`src/rtl/wrr_sched_if.sv`:
```
// wrr_sched_if -- bundle between requesters and the weighted round-robin
// scheduler.
//
// Signals:
//   req        requester -> scheduler   N-bit request vector
//   weight     requester -> scheduler   N x CW quota fields, field i = weight[i*CW +: CW]
//   res_ready  resource  -> scheduler   resource accepts one beat this cycle
//   gnt        scheduler -> requester   registered one-hot grant (all-zero when idle)
//   gnt_id     scheduler -> requester   binary index of the owner (0 when idle)
//   busy       scheduler -> requester   a grant is held
//   beat       scheduler -> requester   one beat consumed this cycle (combinational)
//   dbg_state  scheduler -> observer    1 = GRANT, 0 = IDLE
//   dbg_ptr    scheduler -> observer    rotation pointer
//   dbg_cnt    scheduler -> observer    beats consumed in the current grant
//
// Handshake: a beat is transferred in any cycle where busy, res_ready and
// req[gnt_id] are all high; the scheduler flags it on beat. Neither side
// waits on the other combinationally except through beat.
interface wrr_sched_if #(
  parameter int W  = 2,
  parameter int CW = 4
);
  localparam int N = 2 ** W;

  logic [N-1:0]    req;
  logic [N*CW-1:0] weight;
  logic            res_ready;
  logic [N-1:0]    gnt;
  logic [W-1:0]    gnt_id;
  logic            busy;
  logic            beat;
  logic            dbg_state;
  logic [W-1:0]    dbg_ptr;
  logic [CW-1:0]   dbg_cnt;

  // Requester / environment side.
  modport master (
    output req, weight, res_ready,
    input  gnt, gnt_id, busy, beat, dbg_state, dbg_ptr, dbg_cnt
  );

  // Scheduler side.
  modport slave (
    input  req, weight, res_ready,
    output gnt, gnt_id, busy, beat, dbg_state, dbg_ptr, dbg_cnt
  );
endinterface

```
`src/rtl/wrr_sched.sv`:
```
// wrr_sched -- weighted round-robin scheduler for N = 2**W requesters.
//
// A requester that wins arbitration keeps the shared resource for up to its
// latched quota of beats (quota 0 counts as 1), or until it drops its
// request. On release the next winner is chosen in the same cycle, scanning
// upward from the requester after the previous owner, so there is no idle
// bubble between grants.
//
// Ports:
//   clock  rising-edge clock
//   reset  asynchronous active-low reset
//   bus    wrr_sched_if.slave (req, weight, res_ready in;
//          gnt, gnt_id, busy, beat, debug state out)
module wrr_sched #(
  parameter int W  = 2,
  parameter int CW = 4
) (
  input  logic        clock,
  input  logic        reset,
  wrr_sched_if.slave  bus
);
  localparam int N = 2 ** W;

  typedef enum logic {
    IDLE  = 1'b0,
    GRANT = 1'b1
  } state_t;

  state_t        state_q, state_d;
  logic [W-1:0]  ptr_q, ptr_d;
  logic [CW-1:0] cnt_q, cnt_d;
  logic [CW-1:0] quota_q, quota_d;
  logic [W-1:0]  owner_q, owner_d;
  logic [N-1:0]  gnt_q, gnt_d;

  logic [W-1:0]  scan_base;
  logic [W-1:0]  winner;
  logic [CW-1:0] winner_weight;
  logic          any_req;
  logic          busy;
  logic          beat;
  logic          quota_done;
  logic          release_now;

  // First set bit of r scanning upward from base; W-bit arithmetic gives the
  // modulo-N wrap for free.
  function automatic logic [W-1:0] pick(input logic [N-1:0] r,
                                        input logic [W-1:0] base);
    logic [W-1:0] idx;
    logic [W-1:0] res;
    logic         found;
    res   = '0;
    found = 1'b0;
    for (int k = 0; k < N; k++) begin
      idx = base + W'(k);
      if (!found && r[idx]) begin
        res   = idx;
        found = 1'b1;
      end
    end
    return res;
  endfunction

  assign busy    = (state_q == GRANT);
  assign beat    = busy & bus.res_ready & bus.req[owner_q];
  assign any_req = |bus.req;

  // While idle the scan starts at ptr; in the release cycle it starts just
  // past the owner, which is exactly the value ptr takes at that edge.
  assign scan_base     = busy ? (owner_q + W'(1)) : ptr_q;
  assign winner        = pick(bus.req, scan_base);
  assign winner_weight = bus.weight[int'(winner) * CW +: CW];

  // cnt never exceeds quota-1, but widen anyway so cnt+1 cannot wrap.
  assign quota_done  = beat && (({1'b0, cnt_q} + 1'b1) == {1'b0, quota_q});
  assign release_now = busy && (!bus.req[owner_q] || quota_done);

  always_comb begin
    state_d = state_q;
    ptr_d   = ptr_q;
    cnt_d   = cnt_q;
    quota_d = quota_q;
    owner_d = owner_q;
    gnt_d   = gnt_q;

    case (state_q)
      IDLE: begin
        if (any_req) begin
          state_d = GRANT;
          owner_d = winner;
          gnt_d   = N'(1) << winner;
          cnt_d   = '0;
          quota_d = (winner_weight == '0) ? CW'(1) : winner_weight;
        end
      end
      GRANT: begin
        if (release_now) begin
          ptr_d = owner_q + W'(1);
          cnt_d = '0;
          if (any_req) begin
            // Back-to-back hand-off; a lone requester re-wins itself here.
            owner_d = winner;
            gnt_d   = N'(1) << winner;
            quota_d = (winner_weight == '0) ? CW'(1) : winner_weight;
          end else begin
            state_d = IDLE;
            owner_d = '0;
            gnt_d   = '0;
          end
        end else if (beat) begin
          cnt_d = cnt_q + CW'(1);
        end
      end
      default: begin
        state_d = IDLE;
        owner_d = '0;
        gnt_d   = '0;
        cnt_d   = '0;
      end
    endcase
  end

  always_ff @(posedge clock or negedge reset) begin
    if (!reset) begin
      state_q <= IDLE;
      ptr_q   <= '0;
      cnt_q   <= '0;
      quota_q <= '0;
      owner_q <= '0;
      gnt_q   <= '0;
    end else begin
      state_q <= state_d;
      ptr_q   <= ptr_d;
      cnt_q   <= cnt_d;
      quota_q <= quota_d;
      owner_q <= owner_d;
      gnt_q   <= gnt_d;
    end
  end

  assign bus.gnt       = gnt_q;
  assign bus.gnt_id    = owner_q;
  assign bus.busy      = busy;
  assign bus.beat      = beat;
  assign bus.dbg_state = (state_q == GRANT);
  assign bus.dbg_ptr   = ptr_q;
  assign bus.dbg_cnt   = cnt_q;
endmodule

```
`src/flat_wrapper.sv`:
```
// flat-port wrapper written by rule: the top's interface ports become plain ports
module wrr_sched_flat 
#(
  parameter int W  = 2,
  parameter int CW = 4
)
  (clock, reset, bus_req, bus_weight, bus_res_ready, bus_gnt, bus_gnt_id, bus_busy, bus_beat, bus_dbg_state, bus_dbg_ptr, bus_dbg_cnt);
  wrr_sched_if #(.W(W), .CW(CW)) bus_i ();
  input  logic clock;
  input  logic reset;
  input wire logic [$bits(bus_i.req)-1:0] bus_req;
  input wire logic [$bits(bus_i.weight)-1:0] bus_weight;
  input wire logic [$bits(bus_i.res_ready)-1:0] bus_res_ready;
  output wire logic [$bits(bus_i.gnt)-1:0] bus_gnt;
  output wire logic [$bits(bus_i.gnt_id)-1:0] bus_gnt_id;
  output wire logic [$bits(bus_i.busy)-1:0] bus_busy;
  output wire logic [$bits(bus_i.beat)-1:0] bus_beat;
  output wire logic [$bits(bus_i.dbg_state)-1:0] bus_dbg_state;
  output wire logic [$bits(bus_i.dbg_ptr)-1:0] bus_dbg_ptr;
  output wire logic [$bits(bus_i.dbg_cnt)-1:0] bus_dbg_cnt;
  assign bus_i.req = bus_req;
  assign bus_i.weight = bus_weight;
  assign bus_i.res_ready = bus_res_ready;
  assign bus_gnt = bus_i.gnt;
  assign bus_gnt_id = bus_i.gnt_id;
  assign bus_busy = bus_i.busy;
  assign bus_beat = bus_i.beat;
  assign bus_dbg_state = bus_i.dbg_state;
  assign bus_dbg_ptr = bus_i.dbg_ptr;
  assign bus_dbg_cnt = bus_i.dbg_cnt;
  wrr_sched #(.W(W), .CW(CW)) u_core (.clock(clock), .reset(reset), .bus(bus_i));
endmodule
```
`config.mk`:
```
export PLATFORM = sky130hd
export DESIGN_NAME = wrr_sched_flat
export DESIGN_NICKNAME = d
export VERILOG_FILES = /design/src/rtl/wrr_sched_if.sv /design/src/rtl/wrr_sched.sv /design/src/flat_wrapper.sv
export SDC_FILE = /design/constraint.sdc
export NUM_CORES = 1
export LEC_CHECK = 0
export ABC_AREA = 1
export BUFFER_PORTS_ARGS = -buffer_cell sky130_fd_sc_hd__buf_4
export CAP_MARGIN = 15
export CORE_MARGIN = 4
export CORE_UTILIZATION = 25
export CTS_BUF_LIST = sky130_fd_sc_hd__clkbuf_8
export DETAILED_ROUTE_END_ITERATION = 10
export PLACE_DENSITY = 0.47
export SKIP_LAST_GASP = 1
export SLEW_MARGIN = 10
export SYNTH_ARGS = -nofsm -noshare
export SYNTH_HDL_FRONTEND = slang
export SYNTH_SLANG_ARGS = --single-unit
```
`constraint.sdc`:
```
create_clock -name clock -period 2.49 [get_ports clock]
set_input_delay 0.498 -clock clock [delete_from_list [all_inputs] [get_ports clock]]
set_output_delay 0.498 -clock clock [all_outputs]
set_load 0.02 [all_outputs]
```
==> flow_summary_export.csv <==
group,metric,value,unit
synthesis,async_flop_share,100.0,%
setup_path,cpMaxStageDelayCell,"dfrtp_2",
synthesis,synth_area,1371,µm²
synthesis,syn_nets,225,
placement,dp_hpwl,2.916,mm
cts,clockBufferDepth,2,
job,maxCapViolations,0,
timing,hold_violations,0,
global_route,grt_antenna_before_repair,0,
placement,io_buffers,37,
cells_and_area,final_nets,273,
setup_path,path_cells,"o21ai_4 -> nand2_2 -> nand2_2 -> inv_2 -> o21ai_4 -> nand3_2 -> nand3_4 -> nand2_4 -> nand2_1 -> nand2_1 -> nand2_1 -> nand2_1 -> nor2_1 -> nand2_1 -> a21oi_2",
min_path,hp-class,"primary input to asynchronous set/reset pin",
routing,wire_per_inst,11.35,µm
placement,place_area,1733,µm²
timing,setup_viol,0,
setup_path,crit_top_cell,"nand2_1",
synthesis,synth_area_leaders,"dfrtp_1, nand2_1, nand3_1",
timing,max_freq,456.2,MHz
timing,period_needed,2192,ps
synthesis,dominantRegCellSynth,"dfrtp_1",
pwr,p_leak,0.0009484,µW
setup_path,path_class,"flip-flop to flip-flop",
setup_path,worst-path-max-fanout,11,
floorplan,fp.coreArea,5205,µm²
pwr,ir_drop,0.5089,mV
timing,worstMarginPinSlew,400.2,ps
cells_and_area,final_cell_area,1847,µm²
cts,worst_setup_hold_path_clk_slew,70,ps
routing,vias_per_cell,4.374,
synthesis,ys_types,27,
synthesis,synth_edf_count,0,
global_route,grt_pass1_wl,6.016,mm
timing,drv_slew,0,
floorplan,start_util,26.35,%
synthesis,yosysWarningCount,0,
global_route,grt_max_degree,18,
cells_and_area,syn2layout_area_growth,34.67,%
setup_path,max_stage_delay,460,ps
synthesis,syn_avg_cell_area,6.822,µm²
cts,worstSkewPairLatency,250,ps
global_route,gr-total-overflow,0,
cts,cts.sinks,17,
setup_path,cp-end-kind,"flip-flop",
cells_and_area,n_antenna_cell,0,
timing,rsz0062_at_grt,"true",
synthesis,synth_most_common_cell,"nand2_1",
synthesis,ys_seq_area_share,31.02,%
timing,fin_worst_skew,5.309,ps
cts,cts_tree,"built",
setup_path,worstPathRequired,2680,ps
cts,clockRootBuffer,"clkbuf_8",
synthesis,syn_inst,201,
floorplan,die_x,82.06,µm
floorplan,die_h,82.06,µm
timing,relSlewSlack,73.08,%
setup_path,r2r_slack,300,ps
placement,place_congestion,0.7601,
floorplan,ios,38,
timing,worst_slack,298.2,ps
synthesis,yosys-top-cells-count,"nand2_1, nand3_1, dfrtp_1, inv_1, o21ai_0",
setup_path,startpoint_type,"flip-flop",
cells_and_area,drive_gt1_share,31.05,%
routing,drtIter0Drc,55,
cts,cts_made_buffers,3,
timing,period_share,88.02,%
placement,place_ws,130.7,ps
setup_path,r2r_end,"u_core.quota_q[0]",
pwr,fin_total_pwr,2746,µW
routing,wirelength,3.610,mm
routing,drc_errors,0,
setup_path,r2r-start,"u_core.bus.busy",
routing,ant_nets,0,
floorplan,dieArea,6734,µm²
global_route,grt_usage,11.49,%
routing,drtPass1Iterations,4,
pwr,powerDensity,1487,nW/µm²
synthesis,synth_top_area_share,31.02,%
synthesis,yosysTopAreaCell,"dfrtp_1",
floorplan,num_rows,26,
global_route,first_global_vias,1319,
synthesis,yosys_register_bits,17,
setup_path,worstRegToRegCells,15,
routing,vias,1391,
cts,h-tree-depth,1,
setup_path,arrival,2380,ps
outcome,status,"finished clean",
power by group:
| group | switching (µW) | internal (µW) | leakage (µW) |
|---|---|---|---|
| Clock | 97.7 | 111 | 0.0000255 |
| Combinational | 1280 | 752 | 0.000713 |
| Sequential | 115 | 395 | 0.000210 |
| Total | 1490 | 1260 | 0.000948 |
cells by family (layout without fill, tap and decap cells):
logic type | count (synthesis) | count (layout) | synth area share (%)
AOI/OAI and AO/OA | 25 | 25 | 11.95
xor gates and xnor gates | 6 | 6 | 3.832
adders and majority gates | 1 | 1 | 0.9123
buffers and inverters | 23 | 70 | 7.390
DFF | 17 | 17 | 31.02
muxes | 1 | 1 | 0.7300
and+or+nand+nor | 128 | 128 | 44.16
cell usage in the layout, fill, tap and decap left out, types with 4 or more instances in the layout:
master,n
buf_4,45
dfrtp_1,15
inv_1,15
inv_2,5
nand2_1,75
nand2_2,9
nand3_1,28
nor2_1,7
o21ai_0,12
xnor2_1,4
metrics by stage:
stage / hold slack [ps] / TNS [ps] / instances / util (%)
3_5_place_dp: 374.8 / 0 / 308 / 33.29
3_3_place_gp: 377.1 / 0 / 308 / 33.29
4_1_cts: 96.08 / 0 / 312 / 34.18
6_report: 96.07 / 0 / 318 / 35.48
5_1_grt: 98.84 / -24.71 / 318 / 35.48
2_1_floorplan: 202.4 / 0 / 201 / -
critical path, delay by kind of cell (launching register included):
kind                   cells  cell delay, ps
flip-flops                 1             460
AO/OA/AOI/OAI              3             590
buffers and inverters      1              50
AND/OR/NAND/NOR           11            1020
layer usage:
layer	routed length [µm]	GRT usage, %	vias to the layer above
li1	-	-	747
met1	1836	16.06	601
met2	1560	17.85	39
met3	163	2.083	4
met4	49	3.488	0
met5	0	0	-
cell type report:
type	count	area, µm²
clock inverters	1	5.005
clock buffers	3	41.29
flip-flops and latches	17	427.9
multi-input cells	161	859.6
well taps	70	87.58
fillers	589	3358
repair buffers	46	350.3
inverters	20	75.07
how the worst max path moves through the flow:
stage | from | end | cells past startpoint
4_1_cts | u_core.bus.busy | u_core.quota_q[0] | 16
5_1_grt | u_core.bus.busy | u_core.quota_q[0] | 18
3_3_place_gp | bus_req[1] | u_core.bus.dbg_cnt[0] | 14
6_report | u_core.bus.busy | u_core.quota_q[0] | 15
2_1_floorplan | u_core.bus.busy | u_core.quota_q[0] | 17
3_5_place_dp | u_core.bus.busy | u_core.quota_q[0] | 16
repair_timing:
item / 4_1_cts / 5_1_grt
resized for setup: 0 / 6
endpoints found under the setup margin: 0 / 10
setup buffers: 0 / 6
hold buffers: 0 / 0
flip-flops by register name, summed over array words and instances (netlist names):
register            count
u_core.bus.gnt_id       2
u_core.bus.dbg_cnt      4
u_core.bus.busy         1
u_core.bus.gnt          4
u_core.bus.dbg_ptr      2
u_core.quota_q          4
(Power assumes the default switching activity.)
